[src/rtl/freq_gate_scheduler.sv]
// freq_gate_scheduler
//   One gated rising-edge counter is shared by NCH asynchronous input channels.
//   The channels are scanned round-robin. Each channel is measured over a gate
//   window of programmable length, and its edge count is returned on a
//   valid/ready result port.
//
// Ports
//   CLK          system clock, rising edge
//   RST_N        asynchronous active-low reset
//   IN           NCH asynchronous input signals
//   start        one-cycle scan request, honoured only while idle
//   cont         continuous mode: rescan from channel 0 after the last channel
//   gate_sel     gate length code: 0=1 s, 1=100 ms, 2=10 ms, 3=1 ms
//   busy         high whenever a scan is in progress
//   result       edge count of the finished gate
//   result_ch    channel index that result belongs to
//   result_sel   gate length code used for result
//   overflow     count saturated during that gate
//   result_valid result available
//   result_ready consumer accepts the result
//
// Result handshake: a transfer happens on a rising CLK edge where result_valid
// and result_ready are both high. result_valid stays high, and result,
// result_ch, result_sel and overflow stay stable, until that transfer. The
// next gate is never started while a result is pending, so results are never
// dropped or overwritten.
//
// The FSM state is available as the 'state' signal, and the enum type
// fgs_state_t names its values.
module freq_gate_scheduler #(
    parameter int CLK_HZ = 100000000,
    parameter int NCH    = 2,
    parameter int CNT_W  = 16,
    localparam int CH_W  = $clog2(NCH),
    localparam int TW    = $clog2(CLK_HZ)
) (
    input  logic             CLK,
    input  logic             RST_N,
    input  logic [NCH-1:0]   IN,
    input  logic             start,
    input  logic             cont,
    input  logic [1:0]       gate_sel,
    output logic             busy,
    output logic [CNT_W-1:0] result,
    output logic [CH_W-1:0]  result_ch,
    output logic [1:0]       result_sel,
    output logic             overflow,
    output logic             result_valid,
    input  logic             result_ready
);

    // Gate lengths in CLK cycles, one per gate_sel code.
    localparam int G0 = CLK_HZ;
    localparam int G1 = CLK_HZ / 10;
    localparam int G2 = CLK_HZ / 100;
    localparam int G3 = CLK_HZ / 1000;

    typedef enum logic [1:0] {
        IDLE   = 2'd0,
        SETTLE = 2'd1,
        GATE   = 2'd2,
        HOLD   = 2'd3
    } fgs_state_t;

    fgs_state_t       state;
    logic [NCH-1:0]   sync1;
    logic [NCH-1:0]   sync2;
    logic             hist;
    logic [CH_W-1:0]  ch;
    logic [1:0]       sel_q;
    logic [1:0]       settle_cnt;
    logic [TW-1:0]    timer;
    logic [CNT_W-1:0] cnt;
    logic             ovf;

    logic             sel_bit;
    logic             edge_det;
    logic [CNT_W-1:0] cnt_nxt;
    logic             ovf_nxt;
    logic             last_ch;

    // The timer is loaded with G-1 and counts down to 0, which gives G gate cycles.
    function automatic logic [TW-1:0] gate_last(input logic [1:0] s);
        logic [TW-1:0] v;
        case (s)
            2'd0:    v = TW'(G0 - 1);
            2'd1:    v = TW'(G1 - 1);
            2'd2:    v = TW'(G2 - 1);
            default: v = TW'(G3 - 1);
        endcase
        return v;
    endfunction

    assign sel_bit  = sync2[ch];
    // A rising edge is seen when the synchronized bit is high and the history bit is low.
    assign edge_det = sel_bit & ~hist;
    assign last_ch  = (ch == CH_W'(NCH - 1));

    // Saturating count. ovf is sticky for the rest of the gate.
    always_comb begin
        cnt_nxt = cnt;
        ovf_nxt = ovf;
        if (edge_det) begin
            if (cnt == '1) begin
                ovf_nxt = 1'b1;
            end else begin
                cnt_nxt = cnt + CNT_W'(1);
            end
        end
    end

    always_ff @(posedge CLK or negedge RST_N) begin
        if (!RST_N) begin
            state        <= IDLE;
            sync1        <= '0;
            sync2        <= '0;
            hist         <= 1'b0;
            ch           <= '0;
            sel_q        <= 2'd0;
            settle_cnt   <= 2'd0;
            timer        <= '0;
            cnt          <= '0;
            ovf          <= 1'b0;
            busy         <= 1'b0;
            result       <= '0;
            result_ch    <= '0;
            result_sel   <= 2'd0;
            overflow     <= 1'b0;
            result_valid <= 1'b0;
        end else begin
            sync1 <= IN;
            sync2 <= sync1;
            // The history bit follows the selected channel every cycle. After a
            // channel switch it realigns during SETTLE, long before counting
            // starts, so the switch is never counted as an edge.
            hist  <= sel_bit;

            case (state)
                IDLE: begin
                    if (start) begin
                        state      <= SETTLE;
                        busy       <= 1'b1;
                        sel_q      <= gate_sel;
                        ch         <= '0;
                        settle_cnt <= 2'd2;
                    end
                end

                SETTLE: begin
                    if (settle_cnt == 2'd0) begin
                        state <= GATE;
                        timer <= gate_last(sel_q);
                        cnt   <= '0;
                        ovf   <= 1'b0;
                    end else begin
                        settle_cnt <= settle_cnt - 2'd1;
                    end
                end

                GATE: begin
                    cnt <= cnt_nxt;
                    ovf <= ovf_nxt;
                    if (timer == '0) begin
                        // Use the next-count values so an edge seen in the last gate cycle is included.
                        state        <= HOLD;
                        result       <= cnt_nxt;
                        overflow     <= ovf_nxt;
                        result_ch    <= ch;
                        result_sel   <= sel_q;
                        result_valid <= 1'b1;
                    end else begin
                        timer <= timer - TW'(1);
                    end
                end

                HOLD: begin
                    if (result_ready) begin
                        result_valid <= 1'b0;
                        settle_cnt   <= 2'd2;
                        if (!last_ch) begin
                            ch    <= ch + CH_W'(1);
                            state <= SETTLE;
                        end else if (cont) begin
                            ch    <= '0;
                            sel_q <= gate_sel;
                            state <= SETTLE;
                        end else begin
                            state <= IDLE;
                            busy  <= 1'b0;
                        end
                    end
                end

                default: begin
                    state <= IDLE;
                    busy  <= 1'b0;
                end
            endcase
        end
    end

endmodule

[config.mk]
export PLATFORM = sky130hd
export DESIGN_NAME = freq_gate_scheduler
export DESIGN_NICKNAME = d
export VERILOG_FILES = /design/src/rtl/freq_gate_scheduler.sv
export SDC_FILE = /design/constraint.sdc
export NUM_CORES = 1
export LEC_CHECK = 0
export BUFFER_PORTS_ARGS = -buffer_cell sky130_fd_sc_hd__buf_2
export CORE_MARGIN = 3
export CORE_UTILIZATION = 55
export DETAILED_ROUTE_END_ITERATION = 8
export PLACE_DENSITY_LB_ADDON = 0.08
export SLEW_MARGIN = 40
export SYNTH_ARGS = -nofsm -noshare
export SYNTH_HDL_FRONTEND = slang
export SYNTH_SLANG_ARGS = --single-unit
[constraint.sdc]
create_clock -name CLK -period 2.4 [get_ports CLK]
set_clock_uncertainty 0.05 [all_clocks]
set_input_delay 0.36 -clock CLK [delete_from_list [all_inputs] [get_ports CLK]]
set_output_delay 0.36 -clock CLK [all_outputs]
set_load 0.02 [all_outputs]
* After elaboration in Yosys (flattened, before gate mapping)
Index checks and enable logic that the tools add are counted.
** Word-level totals
- Output and inout port bits :: 22
- Word-level logic and storage cells :: 98
- Register bits :: 78
- Bits of input ports :: 9
** Operators by class
- Order comparisons :: 1
- Bitwise logic cells :: 2
- Add/subtract/negate cells :: 4
- Equal/unequal tests :: 15
- Reduce and logical (&&, ||, !) cells :: 17
- Mux-type cells :: 43
** Operators by type and width (count)
- $pmux 27 s3 :: 1
- $mux 27 :: 2
- $pmux 27 s2 :: 1
- $mux 16 :: 3
- $pmux 16 s2 :: 1
- $logic_not 27->1 :: 1
- $sub 27x1->27 const B :: 1
- $mux 2 :: 11
- $ne 2x2->1 const B :: 9
- $mux 1 :: 17
- $add 16x1->16 const B :: 1
- $eq 16x16->1 const B :: 1
- $reduce_and 5->1 :: 2
- $reduce_and 3->1 :: 3
- $pmux 1 s2 :: 4
- $pmux 2 s4 :: 1
- $reduce_and 4->1 :: 2
- $eq 2x2->1 const B :: 3
- $logic_not 2->1 :: 3
- $pmux 2 s3 :: 1
- $reduce_bool 2->1 :: 3
- $eq 2x1->1 const B :: 2
- $pmux 2 s2 :: 1
- $reduce_and 2->1 :: 2
- other kinds (6) :: 6

* Depth between registers and ports, before layout
- Word-level depth :: 5
- Mapped depth :: 9
- Mapped depth without buffers :: 7

* Worst setup path before layout
No wires, ideal clock.
- Kind :: reg2reg
- Start :: reg state[0]
- End :: reg result[10]
- Path slack :: 169 ps
- Cell stages (with the launch flop) :: 10
- Setup time :: 136 ps
- Data arrival time :: 2045 ps
- Required time :: 2214 ps
- Period minus slack after synthesis :: 2231 ps
- Buffers on the path :: 3
- Cell sequence :: dfrtp_1 inv_1 ha_1 clkbuf_1 nand4_1 or3_4 buf_2 buf_6 nand2_1 o21ai_0
** Between the ends
- Cells in the longest elaborated chain, start to end :: 2
** RTL lines
- from (decl) :: RTL line 65 : fgs_state_t state;
- from (signal assigned) :: RTL line 114 : state <= IDLE;
- from (signal assigned) :: RTL line 141 : state <= SETTLE;
- from (signal assigned) :: RTL line 151 : state <= GATE;
- $eq 2x2->1 :: RTL line 138 : case (state)
- $reduce_and 2->1 (no line)
- to (signal assigned) :: RTL line 166 : result <= cnt_nxt;
- to (decl) :: RTL line 44 : output logic [CNT_W-1:0] result,
No other way between the ends.
A chain may end at the register's enable or synchronous reset.

* Worst setup path after layout
- Start :: reg timer[13]
- End :: reg timer[25]
** Between the ends
- Cells in the longest elaborated chain, start to end :: 3
- Elaborated cells on any way between the ends :: 6
- Those cells by class :: add/sub (1); eq/ne (1); mux (2); reduce/logical (2)
** RTL lines
- from (decl) :: RTL line 72 : logic [TW-1:0] timer;
- from (signal assigned) :: RTL line 152 : timer <= gate_last(sel_q);
- from (signal assigned) :: RTL line 172 : timer <= timer - TW'(1);
- $sub 27x1->27 / $logic_not 27->1 (equally long branches) :: RTL line 172, 163
- $mux 27 / $ne 2x2->1 (equally long branches)
- $pmux 27 s2 / $reduce_and 3->1 (equally long branches)
Several ways; a longest one is shown, not always the timed one. The select of a mux whose other input is x is not followed.

==> run_results.csv <==
group,metric,value,unit
sta,fin_crit,2250,ps
placement,gp_congestion,0.917,
sta,timing.final.crit_share,93.6,%
worst_setup_path,crit_fanout,6,
flow_run,maxCapViolations,0,
placement,io_buffers,30,
power_and_ir_drop,power.density,546,nW/um^2
global_route,overflow,0,
logic_synthesis,async_reset_ff_share,100,%
worst_setup_path,startpoint_type,"flop",
worst_setup_path,cp.arrival,2470,ps
layout,drive_above_1_share,16.8,%
worst_setup_path,worst-path-buf-inv,0,
global_route,antenna_found_initial,0,
worst_setup_path,endpoint_kind,"flop",
die,rows,32,
sta,fin_setup_tns,0,ps
logic_synthesis,syn_area,4610,um^2
clocking,clkTransAtPathRegs,90,ps
logic_synthesis,yosysTopAreaCell,"dfrtp_1",
sta,worst_pin_slew,593,ps
drt,first_pass_iters,4,
logic_synthesis,synth_nets,531,
logic_synthesis,synth_cells,508,
layout,fin_util,66.0,%
drt,drt_iter0_drc,182,
global_route,grt_pass1_vias,3881,
drt,drc,0,
worst_setup_path,crit_type,"reg -> reg",
logic_synthesis,ys_top_cells_by_count,"dfrtp_1, nand2_1, nor2_1",
global_route,grt_pass1_wl,18.7,mm
drt,viasPerCell,6.06,
logic_synthesis,syn_area_per_cell,9.07,um^2
worst_setup_path,path_delay_family,"simple AND/OR/NAND/NOR gates",
clocking,clock_sink_count,78,
clocking,root_buffer,"clkbuf_8",
clocking,clockBufferDepth,2,
global_route,track_usage,23.7,%
die,fp.dieH,97.5,um
worst_setup_path,max_stage_delay,580,ps
die,die_area,9510,um^2
sta,fmax,445,MHz
worst_setup_path,crit_required,2630,ps
worst_hold_path,hold_class,"in -> reg",
drt,antenna_left,0,
clocking,cts_tree,"yes",
worst_setup_path,cpMaxStageDelayCell,"or4_4",
clocking,clk_latency,350,ps
clocking,cts_buffers,9,
layout,antenna_cells,0,
logic_synthesis,synth_edf_count,0,
logic_synthesis,synth.distinct_cells,76,
layout,fin_nets,570,
die,core,7930,um^2
sta,slew_viol_final,0,
placement,hpwl,7.96,mm
drt,vias,3965,
worst_setup_path,path_cells,"or4_4, nor3_4, nand3_2, or4_1, a21oi_1",
drt,totalWireLength,10.9,mm
sta,rsz0062_at_grt,"false",
die,io_pins,31,
logic_synthesis,synth_area_leaders,"dfrtp_1, nand2_1, o21ai_0",
logic_synthesis,synth_most_common_cell,"dfrtp_1",
logic_synthesis,seq_area_frac_synth,42.4,%
clocking,htree_levels,3,
power_and_ir_drop,p_leak,2.36,nW
logic_synthesis,ys_seq_elements,78,
sta,setup_viol,0,
sta,hold_violations,0,
global_route,grt_max_degree,41,
logic_synthesis,yosysWarningCount,0,
drt,avgRoutedWirePerCell,16.7,um
logic_synthesis,synth_top_area_share,42.4,%
sta,relSlewSlack,60.2,%
die,die_x,97.5,um
outcome,status,"complete, no violations",
layout,area_delta_synth_final,13.5,%
power_and_ir_drop,ir_drop,0.332,mV
logic_synthesis,synth_ff_type,"dfrtp_1",
die,start_util,58.1,%
sequential cells by signal, indices dropped and copies added (netlist names), 2 cells and up:
register    cells
state           2
settle_cnt      2
sel_q           2
cnt            16
sync2           2
result         16
sync1           2
timer          27
result_sel      2
repair_timing:
item / 4_1_cts / 5_1_grt
endpoints found under the setup margin: 0 / 8
setup buffers: 0 / 0
hold endpoints to repair: 38 / 0
resized for setup: 0 / 3
hold buffers: 1 / 0
per-stage QoR:
| stage | setup slack [ps] | cell area (um^2) | power, mW | hold slack [ps] | instances |
|---|---|---|---|---|---|
| 2_1_floorplan | 169 | 4610 | 1.59 | 14.4 | 508 |
| 3_3_place_gp | 138 | 4950 | 1.65 | 282 | 637 |
| 3_5_place_dp | 86.2 | 4950 | 1.66 | 290 | 637 |
| 4_1_cts | 58.6 | 5210 | 2.88 | 49.8 | 654 |
| 5_1_grt | 24.3 | 5230 | 2.98 | 46.2 | 654 |
| 6_report | 154 | 5230 | 2.86 | 58.0 | 654 |
final cells by class:
type,instances,area [um^2]
Timing Repair Buffer,57,370
Fill cell,665,2700
Clock inverter,6,118
Sequential cell,78,1950
Inverter,19,71.3
Tap cell,102,128
Clock buffer,10,128
Multi-Input combinational cell,382,2460
worst paths after layout:
path,cells past startpoint,endpoint,slack (ps),start
hold reg to reg,0,sync2[1],310,sync1[1]
setup reg to reg,5,timer[25],150,timer[13]
min in group asynchronous,2,result[3],480,RST_N
setup / recovery,5,timer[25],150,timer[13]
hold / removal,1,sync1[0],60,IN[0]
max in group asynchronous,3,timer[24],1210,RST_N
layout by cell type (no fill, tap or decap), types with 5 or more instances in the layout:
master    count
a21oi_1      26
a31oi_1      13
buf_2        29
buf_4        26
clkbuf_8      9
dfrtp_1      78
ha_1         14
inv_1        19
mux2i_1      16
nand2_1      58
nand2b_1      5
nand3_1      18
nand4_1      11
nor2_1       47
nor3_1       17
o21ai_0      41
o21ai_1       6
o311ai_0      5
o31ai_1       5
or3_1         5
or4_1         6
xor2_1        7
worst reg2reg max path, stage by stage (launching register included):
cell     delay [ps]
dfrtp_1         470
or4_4           580
nor3_4          210
nand3_2         210
or4_1           500
a21oi_1         150
routing by layer:
layer | track usage, % | share of wire [%]
met5 | 0 | 0
met4 | 7.03 | 1.3
met3 | 3.59 | 4.1
met2 | 41.2 | 50
met1 | 30.7 | 45
power by group:
part           switching (mW)  leakage, nW  total, mW  internal, mW
sequential             0.0794         1.01       1.44          1.36
combinational           0.112         1.23      0.197        0.0852
clock                   0.519        0.119       1.22         0.703
total                   0.710         2.36       2.86          2.15
cells by family after synthesis:
kind of cell	Yosys count	synth area share [%]
buffers and inverters	48	4.67
AND/OR/NAND/NOR	201	23.0
adder cells (fa/ha/maj)	14	3.80
flip-flops	78	42.4
AO/OA/AOI/OAI	138	20.0
XOR/XNOR	10	1.90
multiplexers	19	4.18
No activity file was read; power rests on OpenSTA's default activity.
